File: config.mk
export PLATFORM = sky130hd
export DESIGN_NAME = fir_mac_sched
export DESIGN_NICKNAME = d
export VERILOG_FILES = /design/src/rtl/fir_mac_sched.sv
export SDC_FILE = /design/constraint.sdc
export NUM_CORES = 1
export LEC_CHECK = 0
export ABC_AREA = 1
export CAP_MARGIN = 20
export CORE_MARGIN = 5
export CORE_UTILIZATION = 59
export CTS_CLUSTER_DIAMETER = 40
export DETAILED_ROUTE_END_ITERATION = 16
export PLACE_DENSITY = 0.88
export RECOVER_POWER = 50
export REMOVE_ABC_BUFFERS = 1
export SYNTH_ARGS = -nofsm -noshare
export SYNTH_HDL_FRONTEND = slang
export SYNTH_SLANG_ARGS = --single-unit
File: constraint.sdc
create_clock -name clk -period 6.3 [get_ports clk]
set_input_delay 1.26 -clock clk [delete_from_list [all_inputs] [get_ports clk]]
set_output_delay 1.26 -clock clk [all_outputs]
set_load 0.01 [all_outputs]
File: src/rtl/fir_mac_sched.sv
// Time-multiplexed (N+1)-tap direct-form FIR: one multiply-accumulate step per tap,
// valid/ready streams on both sides, shadow/active coefficient banks.
//   state | meaning
//   IDLE  | waiting for a sample; s_ready high
//   MAC   | one tap per cycle, k = 0..N
//   OUT   | result presented until m_ready
module fir_mac_sched #(
  parameter int N = 3,
  parameter int WIDTH_X = 4,
  parameter int WIDTH_B = 4,
  parameter logic [(N+1)*WIDTH_B-1:0] B = {4'd4, 4'd3, 4'd2, 4'd1},
  localparam int WIDTH_Y = WIDTH_X + WIDTH_B + N + 1,
  localparam int AW = (N > 0) ? $clog2(N + 1) : 1
) (
  input  logic                      clk,
  input  logic                      rst,
  input  logic                      s_valid,
  output logic                      s_ready,
  input  logic signed [WIDTH_X-1:0] s_data,
  output logic                      m_valid,
  input  logic                      m_ready,
  output logic signed [WIDTH_Y-1:0] m_data,
  input  logic                      cfg_we,
  input  logic [AW-1:0]             cfg_addr,
  input  logic signed [WIDTH_B-1:0] cfg_data,
  output logic                      busy
);

  typedef enum logic [1:0] {IDLE, MAC, OUT} state_t;

  localparam logic [AW-1:0] K_LAST = AW'(N);
  localparam int WIDTH_P = WIDTH_X + WIDTH_B;

  state_t                    state;
  logic signed [WIDTH_X-1:0] z      [N+1];
  logic signed [WIDTH_B-1:0] shadow [N+1];
  logic signed [WIDTH_B-1:0] active [N+1];
  logic signed [WIDTH_Y-1:0] acc;
  logic signed [WIDTH_Y-1:0] sum;
  logic signed [WIDTH_P-1:0] prod;
  logic [AW-1:0]             k;
  logic                      cfg_hit;

  assign cfg_hit = cfg_we && ({1'b0, cfg_addr} <= (AW+1)'(N));
  assign prod    = z[k] * active[k];
  assign sum     = acc + {{(WIDTH_Y-WIDTH_P){prod[WIDTH_P-1]}}, prod};

  always_ff @(posedge clk or posedge rst) begin
    if (rst) begin
      state   <= IDLE;
      acc     <= '0;
      k       <= '0;
      m_valid <= 1'b0;
      m_data  <= '0;
      s_ready <= 1'b1;
      busy    <= 1'b0;
      for (int i = 0; i <= N; i++) begin
        z[i]      <= '0;
        shadow[i] <= B[i*WIDTH_B +: WIDTH_B];
        active[i] <= B[i*WIDTH_B +: WIDTH_B];
      end
    end else begin
      // Shadow writes are independent of the FSM; the active bank only
      // picks them up at the next acceptance.
      if (cfg_hit)
        shadow[cfg_addr] <= cfg_data;

      case (state)
        IDLE: begin
          if (s_valid && s_ready) begin
            z[0] <= s_data;
            for (int i = 1; i <= N; i++)
              z[i] <= z[i-1];
            active  <= shadow;
            acc     <= '0;
            k       <= '0;
            s_ready <= 1'b0;
            busy    <= 1'b1;
            state   <= MAC;
          end
        end
        MAC: begin
          acc <= sum;
          if (k == K_LAST) begin
            k       <= '0;
            m_data  <= sum;
            m_valid <= 1'b1;
            state   <= OUT;
          end else begin
            k <= k + 1'b1;
          end
        end
        OUT: begin
          if (m_ready) begin
            m_valid <= 1'b0;
            s_ready <= 1'b1;
            busy    <= 1'b0;
            state   <= IDLE;
          end
        end
        default: begin
          state   <= IDLE;
          m_valid <= 1'b0;
          s_ready <= 1'b1;
          busy    <= 1'b0;
        end
      endcase
    end
  end

endmodule

==> summary.txt <==
Logic synthesis
  • Area share of the largest cell type after synthesis: 38.45%
  • Synth Cell Area: 4425 µm²
  • Syn Area/Cell: 8.334 µm²
  • Synth Area in Compound Gates: 11.42%
  • Synth async-reset ratio: 100.0%
  • Post-synth EDFFs: 0
  • Yosys reg bits: 79
  • Synth area leader: dfrtp_1
  • Synthesis Warnings: 0
  • Synth area leaders: dfrtp_1, nand2_1, ha_1
  • Register area share after synthesis: 44.98%
  • Largest family of logic cells by synthesized area: simple AND/OR/NAND/NOR gates
  • Most used DFF post-synth: dfrtp_1
  • Simple logic cell fraction of the synthesized area: 23.13%
  • Post-Synth XOR/XNOR Area: 1.583%
  • Adder-Cell Fraction of Synth Area: 11.59%
  • Post-synthesis cell type count: 35
  • Post-synthesis mux area share: 0%
  • Gate Count Post-Synth: 531

Timing
  • Final WS setup: 617.0 ps
  • Maximum clock rate: 176.0 MHz
  • Final period util: 90.21%
  • Setup Viol. Count Final: 0
  • Final Hold Vio Count: 0
  • RSZ-0062 raised after global routing: false
  • Final Skew: 11.89 ps
  • Minimum clock period: 5683 ps
  • Slew @ Worst Pin: 4005 ps
  • TNS Setup: 0 ps
  • Slew Viols, Final: 80
  • Slew headroom: -167.0%

Worst setup path
  • FF-to-FF setup slack: 620 ps
  • Crit-path leading delay family: adder cells
  • Critical Path Slowest Stage Cell: dfrtp_1
  • CP peak stage delay: 820 ps
  • Cells along the critical path: inv_2 > nand2_1 > nand3_1 > nand2_1 > inv_1 > nor2_1 > fa_1 > fa_1 > ha_1 > fa_1 > nand3_1 > nand3_1 > nand2_1 > inv_1 > nand3_2 > nand2_1 > ha_1 > inv_1 > nor3_1 > nand3_1 > nand3_1 > nand3_1 > nand3_1 > nand2_1
  • Worst Setup Path Type: reg2reg
  • Worst-path fanout max: 24
  • Arr. time, crit path: 5930 ps
  • Reg-to-Reg Start: k[0]
  • Most frequent CP cell: nand3_1
  • Crit end category: flip-flop
  • Crit path buf inv count: 4
  • Crit. Startpoint: k[0]
  • Startpoint types: flip-flop
  • Req. time, crit path: 6550 ps

Die
  • Core area: 7292 µm²
  • Full die area: 9333 µm²
  • Die Span Y: 96.61 µm
  • Initial Util: 60.69%
  • Die X: 96.61 µm
  • Row count: 31
  • I/O Pins: 30

Global routing
  • All-Layer GR Usage: 20.80%
  • Largest net degree at the start of global routing: 80
  • Number of global-route vias before repair: 3,644
  • Final global-route overflow total: 0
  • Antenna violations before repair: 0
  • First-pass GRT wire length: 16,220 µm

Drt
  • DRT Pass-1 Iters: 5
  • Routed WL per cell: 13.66 µm
  • DRC violations left: 0
  • Drt initial violations: 192
  • Antenna viol nets, final: 0
  • Vias: 3,618
  • DRT Wirelength: 9040 µm
  • Vias/cell: 5.465

Cells and area
  • Final net count: 608
  • Antenna Cells: 0
  • Register area: 1991 µm²
  • Area growth syn-to-layout: 11.93%
  • Share of layout cells above drive strength 1: 7.993%
  • Final Core Density: 67.93%
  • Most frequent cells in the layout: nand2_1, dfrtp_1, inv_1, o21ai_0, nand3_1
  • Multi-input gate area: 2107 µm²
  • Fillers: 600
  • Commonest non-fill, non-tap cell in the layout: nand2_1

CTS
  • CTS root buffer: clkbuf_8
  • Clk slew on worst S/H paths: 80 ps
  • Clock Sinks: 79
  • Later-pin clock latency in the skew report: 360 ps
  • Post-CTS sizing: 0
  • CTS tree: built
  • CTS Buf Count: 9
  • H-tree depth: 3
  • Hold-fix buffers, CTS: 0
  • Buffer depth of the longest clock path: 2
  • Post-CTS setup buffer count: 0

Placement
  • Hpwl dp: 6668 µm
  • Place WS: 692.9 ps
  • I/O Buffers: 29
  • Final Wtd Congestion: 0.8782

Run
  • Max-Cap Viols: 1

Worst hold path
  • HP Start: shadow[5]
  • HP Class: reg2reg

Run status
  • Outcome: finished with violations
  • Failing checks: max-capacitance violations, max-slew violations
[synth_stat cells (2+ instances only)]
cell,number
a32oi_1,5
nand2_1,169
o22ai_1,2
o21ai_0,39
clkbuf_1,2
nand3_2,4
nor2_1,24
xnor2_1,2
nor3_1,2
o21ai_1,19
fa_1,10
dfrtp_1,68
nand4_1,2
buf_4,4
inv_1,57
dfstp_2,11
inv_2,5
xor2_1,6
ha_1,25
nand3_1,31
a21oi_1,15
buf_6,2
buf_2,6
nand3b_1,2
a21o_1,4
nand2_2,6
[worst paths after layout]
kind / end / cells after the start
worst max-delay path: m_data[11] / 24
worst min-delay path: active[5] / 2
worst max register to register: m_data[11] / 24
worst min register to register: active[5] / 2
max in group asynchronous: m_data[4] / 3
min in group asynchronous: shadow[8] / 3
[through the flow]
step | instances | hold WS, ps | cell area, µm²
2_1_floorplan | 517 | 442.2 | 4335
3_3_place_gp | 646 | 453.1 | 4757
3_5_place_dp | 646 | 450.4 | 4757
4_1_cts | 662 | 470.0 | 4962
5_1_grt | 662 | 483.4 | 4954
6_report | 662 | 468.5 | 4954
[worst register-to-register path, stage by stage (launching register included)]
cell,delay (ps)
dfrtp_1,820
inv_2,260
nand2_1,130
nand3_1,70
nand2_1,210
inv_1,90
nor2_1,290
fa_1,470
fa_1,470
ha_1,360
fa_1,470
nand3_1,120
nand3_1,80
nand2_1,120
inv_1,80
nand3_2,80
nand2_1,150
ha_1,410
inv_1,90
nor3_1,310
nand3_1,120
nand3_1,140
nand3_1,110
nand3_1,100
nand2_1,50
[registers in the layout, summed over array words and instances (netlist names)]
| signal | cells |
|---|---|
| state | 2 |
| z | 16 |
| k | 2 |
| busy | 1 |
| active | 16 |
| m_valid | 1 |
| acc | 12 |
| shadow | 16 |
| s_ready | 1 |
| m_data | 12 |
[final cells by class]
type	instances	share of cell area (%)
Clock inverter	6	1.364
Multi-Input combinational cell	376	42.54
Clock buffer	10	2.778
Tap cell	99	2.501
Timing Repair Buffer	30	5.936
Sequential cell	79	40.19
Inverter	62	4.698
[logic make-up after synthesis]
kind of cell / Yosys count
buf+inv: 76
fa+ha+maj: 35
xor+xnor: 8
flops: 79
compound gates: 90
simple gates: 243
[metal layers]
layer / track usage, % / vias to the layer above / wire length [µm]
met5: 0 / - / 0
met4: 8.639 / 0 / 217
met3: 5.396 / 20 / 437
met2: 35.40 / 105 / 4541
met1: 25.01 / 1723 / 3843
li1: - / 1770 / -
Power is left out: the tool's default activity adds up to more than one toggle a clock period on the data nets, which glitch-free logic cannot reach.
